## src/rtl/sprite_rom_arbiter.sv

```systemverilog
// Round-robin arbiter sharing one synchronous sprite ROM read port among NUM_REQ renderers.
// A tag pipeline follows each granted read through the ROM and returns its data to the owner.
module sprite_rom_arbiter #(
  parameter int NUM_REQ     = 4,
  parameter int ADDR_W      = 13,
  parameter int DATA_W      = 16,
  parameter int ROM_LATENCY = 1
) (
  input  logic                       pix_clk,
  input  logic                       rst_n,
  input  logic [NUM_REQ-1:0]         req,
  input  logic [NUM_REQ*ADDR_W-1:0]  req_addr,
  output logic [NUM_REQ-1:0]         gnt,
  output logic [NUM_REQ*DATA_W-1:0]  rdata,
  output logic [NUM_REQ-1:0]         rvalid,
  output logic [ADDR_W-1:0]          rom_addr,
  output logic                       rom_en,
  input  logic [DATA_W-1:0]          rom_data
);

  localparam int PTR_W = $clog2(NUM_REQ);
  localparam int TAG_D = ROM_LATENCY + 1;

  logic [PTR_W-1:0]            ptr_q, ptr_d;
  logic [PTR_W-1:0]            win;
  logic                        any_req;
  logic [ADDR_W-1:0]           rom_addr_q, rom_addr_d;
  logic                        rom_en_q, rom_en_d;
  logic [TAG_D-1:0]            tag_vld_q, tag_vld_d;
  logic [TAG_D-1:0][PTR_W-1:0] tag_id_q, tag_id_d;
  logic [NUM_REQ*DATA_W-1:0]   rdata_q, rdata_d;
  logic [NUM_REQ-1:0]          rvalid_q, rvalid_d;

  // Winner is the first active request scanning upward from ptr, wrapping modulo NUM_REQ.
  always_comb begin
    any_req = 1'b0;
    win     = '0;
    for (int k = 0; k < NUM_REQ; k++) begin
      if (!any_req && req[(int'(ptr_q) + k) % NUM_REQ]) begin
        any_req = 1'b1;
        win     = PTR_W'((int'(ptr_q) + k) % NUM_REQ);
      end
    end
  end

  always_comb begin
    gnt = '0;
    if (any_req && rst_n) gnt[win] = 1'b1;
  end

  always_comb begin
    ptr_d      = ptr_q;
    rom_addr_d = rom_addr_q;
    rom_en_d   = any_req;
    if (any_req) begin
      rom_addr_d = req_addr[int'(win)*ADDR_W +: ADDR_W];
      ptr_d      = (int'(win) == NUM_REQ - 1) ? '0 : PTR_W'(int'(win) + 1);
    end
  end

  // Stage 0 tags the read being issued; the last stage lines up with rom_data.
  always_comb begin
    tag_vld_d = {tag_vld_q[TAG_D-2:0], any_req};
    tag_id_d  = {tag_id_q[TAG_D-2:0], win};
    rdata_d   = rdata_q;
    rvalid_d  = '0;
    if (tag_vld_q[TAG_D-1]) begin
      rdata_d[int'(tag_id_q[TAG_D-1])*DATA_W +: DATA_W] = rom_data;
      rvalid_d[tag_id_q[TAG_D-1]]                       = 1'b1;
    end
  end

  always_ff @(posedge pix_clk or negedge rst_n) begin
    if (!rst_n) begin
      ptr_q      <= '0;
      rom_addr_q <= '0;
      rom_en_q   <= 1'b0;
      tag_vld_q  <= '0;
      tag_id_q   <= '0;
      rdata_q    <= '0;
      rvalid_q   <= '0;
    end else begin
      ptr_q      <= ptr_d;
      rom_addr_q <= rom_addr_d;
      rom_en_q   <= rom_en_d;
      tag_vld_q  <= tag_vld_d;
      tag_id_q   <= tag_id_d;
      rdata_q    <= rdata_d;
      rvalid_q   <= rvalid_d;
    end
  end

  assign rom_addr = rom_addr_q;
  assign rom_en   = rom_en_q;
  assign rdata    = rdata_q;
  assign rvalid   = rvalid_q;

endmodule

```

## config.mk

```make
export PLATFORM = sky130hd
export DESIGN_NAME = sprite_rom_arbiter
export DESIGN_NICKNAME = d
export VERILOG_FILES = /design/src/rtl/sprite_rom_arbiter.sv
export SDC_FILE = /design/constraint.sdc
export NUM_CORES = 1
export LEC_CHECK = 0
export ABC_AREA = 1
export BUFFER_PORTS_ARGS = -buffer_cell sky130_fd_sc_hd__buf_2
export CORE_ASPECT_RATIO = 1.4
export CORE_MARGIN = 1
export CORE_UTILIZATION = 50
export CTS_BUF_LIST = sky130_fd_sc_hd__clkbuf_8 sky130_fd_sc_hd__clkbuf_16
export CTS_CLUSTER_DIAMETER = 40
export DETAILED_ROUTE_END_ITERATION = 10
export GPL_TIMING_DRIVEN = 0
export PLACE_DENSITY_LB_ADDON = 0.05
export SKIP_LAST_GASP = 1
export SYNTH_ARGS = -nofsm -noshare
export SYNTH_HDL_FRONTEND = slang
export SYNTH_SLANG_ARGS = --single-unit
```

## constraint.sdc

```tcl
create_clock -name pix_clk -period 2.55 [get_ports pix_clk]
set_input_delay 0 -clock pix_clk [delete_from_list [all_inputs] [get_ports pix_clk]]
set_output_delay 0 -clock pix_clk [all_outputs]
set_load 0.01 [all_outputs]
```

# == Word level (Yosys, flattened, before mapping) ==
# Index checks and enable logic that the tools add are counted.
# word_totals
reg_bits,90
inputBits,74
output_inout_bits,86
elab_cells,68
# classes
addsub,5
n_mul,1
order_cmp,8
eq_ne,1
shifts,3
muxes,27
n_bitwise,3
reduce_logical,12
# op_table
operator,n
64-bit bitwise mux,1
"16-bit by 33-bit variable shift with 64-bit output, first input constant",1
16-bit by 33-bit variable part select with 64-bit output,1
52-bit by 7-bit variable part select with 13-bit output,1
6-bit negation with 33-bit output,1
1-bit 2-to-1 mux,13
"3-bit by 4-bit less-than comparator with 1-bit output, second input constant",3
2-bit 2-to-1 mux,5
"2-bit by 3-bit less-than comparator with 1-bit output, second input constant",3
1-bit binary-select mux with 2-bit select,4
4-bit 2-to-1 mux,2
1-bit logical AND,6
"2-bit by 4-bit multiplier with 6-bit output, second input constant",1
2-bit OR reduction,3
"2-bit by 1-bit adder with 2-bit output, second input constant",2
"2-bit adder, second input constant",2
1-bit demux with 2-bit select,2
"2-bit by 1-bit >= comparator with 1-bit output, second input constant",2
"1-bit AND, first input constant",3
1-bit logical NOT,3
"2-bit by 1-bit equality test with 1-bit output, second input constant",1

# == Logic depth before layout (Yosys ltp) ==
# depth
word_depth,19
depth_mapped,16
depth_no_buf,15

# == Worst setup path before layout ==
# OpenSTA, ideal clock, no wires.
# synth_timing
kind,reg2reg
from,register tag_id_q[2] (netlist name)
to,register rdata_q[10] (netlist: rdata[10])
setup_ns,0.083
arrival_time_ns,1.786
required_time_ns,2.467
setup_slack_ns,0.682
path_stages_with_launch,8
n_path_buf,2
period_less_slack_ns,1.868
path_cell_list,dfrtp_1 -> clkbuf_1 -> inv_1 -> ha_1 -> nor2_1 -> clkbuf_1 -> nand3_1 -> o21ai_0
# synth_via
elab_chain_cells,3
word_cells_on_any_way,4
cone_classes,add/sub (1); shift (2); mux (1)
# synth_lines
item,line,rtl
"start, declared",30,"logic [TAG_D-1:0][PTR_W-1:0] tag_id_q, tag_id_d;"
"start signal, assigned",87,tag_id_q <= tag_id_d;
6-bit negation with 33-bit output (*),68,rdata_d[int'(tag_id_q[TAG_D-1])*DATA_W +: DATA_W] = rom_data;
16-bit by 33-bit variable part select with 64-bit output or 16-bit by 33-bit variable shift with 64-bit output (tied branches),68,
64-bit bitwise mux (*),68,
"end signal, assigned",88,rdata_q <= rdata_d;
"end, declared",31,"logic [NUM_REQ*DATA_W-1:0] rdata_q, rdata_d;"
# Mark *: on every way between the ends. The rest lies on a longest branch, timed or not.
# A chain may end at the register's enable or synchronous reset.

# == Worst setup path in the final report ==
# Ends and elaborated chain as after synthesis.

==> flow_summary.ini <==
[floorplanning]
die-area_mm2 = 0.00912
num_io_pins = 160
coreArea_mm2 = 0.00851
num_rows = 40
die_h_um = 113
start_util = 0.514
die_w_um = 81.0

[timing]
clock.fmax_ghz = 0.422
fin_crit_ps = 2370
fin_worst_skew_ps = 6.20
rsz0062_at_grt = no
finalSetupTns_ps = 0
setup_viol = 0
slew_viol_final = 0
worst_slew_pin_slew_ps = 546
relSlewSlack = 0.636
setup_ws_ps = 179
finalHoldViolCount = 0
final.period_utilization = 0.930

[worst_setup_path]
cp.buffers_inverters = 3
arrival_ps = 2610
cpMostUsedCell = clkbuf_1
cpLargestDelayFamily = buffers and inverters
slowest_stage = ha_1
cp_max_fo = 10
critical_path_required_ps = 2790
critPathMaxStageDelay_ps = 390
worstSetupPathType = reg -> reg
endpoint_kind = flip-flop
critPathLaunchType = flip-flop
cp_cell_sequence = clkbuf_1, inv_1, ha_1, nor2_1, clkbuf_1, nand3_1, o21ai_0

[cts]
clkLatencyLatePin_ps = 340
clk_pin_slew_ps = 60
clockBufferDepth = 2
cts_setup_buffers = 0
cts_max_level = 3
cts_buffers = 9
tritoncts = built
cts_sinks = 89
cts-root-buf = clkbuf_16

[routing]
dr.pass1.iters = 4
viasPerCell = 5.08
wl_per_cell_um = 14.1
ant_nets = 0
vias = 4361
drt_iter0_markers = 181
drt_wl_total_mm = 12.1
drc = 0

[placement]
pre_cts_ws_ps = 178
placement.io_buffers = 159
place_area_mm2 = 0.00533
dp_hpwl_mm = 9.39
place.gp.congestion = 0.910
placed_cells = 826

[logic_synthesis]
synth_top_cells_by_area = dfrtp_1 (51%), nand2_1 (19%), nand3_1 (8.1%), o21ai_0 (6.9%), inv_1 (4.3%)
yosys.area_share.adder = 0.0172
synth_top_area_cell = dfrtp_1
synth_top_family_by_area = simple AND/OR/NAND/NOR gates
synth_xor_area_frac = 0
seq_area_frac_synth = 0.510
synth-async-reset-ratio = 1.00
synth_nets = 641
yosys_register_bits = 89
yosys_warnings = 0
yosys-top-cells-count = nand2_1 (222), dfrtp_1 (89), nand3_1 (71), o21ai_0 (60), inv_1 (50)
synth_edf_count = 0
synth.avg_cell_area_um2 = 7.79
synthMuxAreaShare = 0
netlist.area_leader.share = 0.510
yosysMostFrequentCell = nand2_1
synthSimpleGateAreaFrac = 0.306
synthFlopType = dfrtp_1
synth_compound_area_frac = 0.0847
syn_area_mm2 = 0.00437
synthDistinctLibCells = 26
syn-instance-count = 561

[cells_and_area]
final_cell_area_mm2 = 0.00585
num-nets-final = 829
antenna_cells = 0
drive_gt1_frac = 0.273
fin_cells = 859
area.growth.synth_to_final_pct = 34.0

[status]
status = finished, final reports clean

[power_and_ir_drop]
leakagePower_nw = 3.35
vdd_drop_max_mv = 0.944
powerDensity_mw_per_mm2 = 1460

[global_routing]
grt_pass1_wl_mm = 19.9
grt_max_degree = 63
grt_pass1_vias = 4443
overflow = 0
grt_usage = 0.286
antenna_found_initial = 0

[min_path]
hold_path.class = in -> reg

[job]
max-cap-violations = 0
-- worst register-to-register path: cells and delay by family, from the launching register on --
family / cells / cell delay, ps
compound gates: 1 / 190
fa+ha+maj: 1 / 390
buf+inv: 3 / 920
flops: 1 / 380
simple gates: 2 / 400
-- layout by cell type (no fill, tap or decap), types with 8 or more instances in the layout --
cell type	instances
nand2_1	222
buf_2	161
dfrtp_1	89
nand3_1	71
o21ai_0	60
inv_1	51
dlygate4sd3_1	17
clkbuf_1	15
clkbuf_16	9
buf_4	8
-- repair_timing --
action                                  CTS  global route
hold endpoints to repair                134             0
gates resized for setup                   0             2
hold buffers                             17             0
endpoints found under the setup margin    0             2
-- stage by stage --
step	total power, W	utilization	hold slack [ps]
5_1_grt	0.00929	0.688	82.6
4_1_cts	0.00858	0.688	26.6
3_5_place_dp	0.00702	0.626	-48.4
6_report	0.00853	0.688	43.7
3_3_place_gp	0.00686	0.623	305
2_1_floorplan	0.00544	-	-296
-- logic make-up (layout without fill, tap and decap cells) --
group,after synthesis,count (layout)
AND/OR/NAND/NOR,315,315
AO/OA/AOI/OAI,69,69
flip-flops,89,89
adder cells (fa/ha/maj),6,6
buffers and inverters,82,275
-- routing by layer --
layer  routed length [um]  vias to the layer above  GRT usage
li1                     -                     2154          -
met1                 4460                     1991      0.295
met2                 6560                      179      0.533
met3                  686                       37     0.0528
met4                  440                        0      0.139
met5                    0                        -          0
-- worst paths after layout --
kind	start	to	slack [ps]	cells after the start
max in group asynchronous	rst_n	rom_addr[5]$_DFFE_PN0P_	1800	3
min in group asynchronous	rst_n	rdata[17]$_DFFE_PN0P_	130	2
worst min register to register	tag_id_d[3]$_DFF_PN0_	tag_id_q[3]$_DFF_PN0_	350	0
worst max register to register	tag_id_q[2]$_DFF_PN0_	rdata[10]$_DFFE_PN0P_	180	7
worst min-delay path	req_addr[3]	rom_addr[3]$_DFFE_PN0P_	40	7
worst max-delay path	tag_id_q[2]$_DFF_PN0_	rdata[10]$_DFFE_PN0P_	180	7
-- state kept, by name (all words and copies together), names as in the netlist --
signal	flops
rdata	64
ptr_q	2
rvalid	4
tag_id_d	2
tag_vld_q	2
rom_addr	13
tag_id_q	2
-- where the power goes --
group	switching, W	internal (W)
Sequential	0.000306	0.00202
Clock	0.000513	0.00101
Combinational	0.00306	0.00163
Total	0.00388	0.00465
-- layout make-up --
type | count | area [um^2]
plain buffers | 29 | 163
clock buffers | 11 | 253
clock inverters | 5 | 103
fillers | 755 | 2650
inverters | 53 | 199
multi-input cells | 390 | 1780
flip-flops and latches | 89 | 2230
well taps | 105 | 131
repair buffers | 177 | 996
No activity file was read; power rests on OpenSTA's default activity.
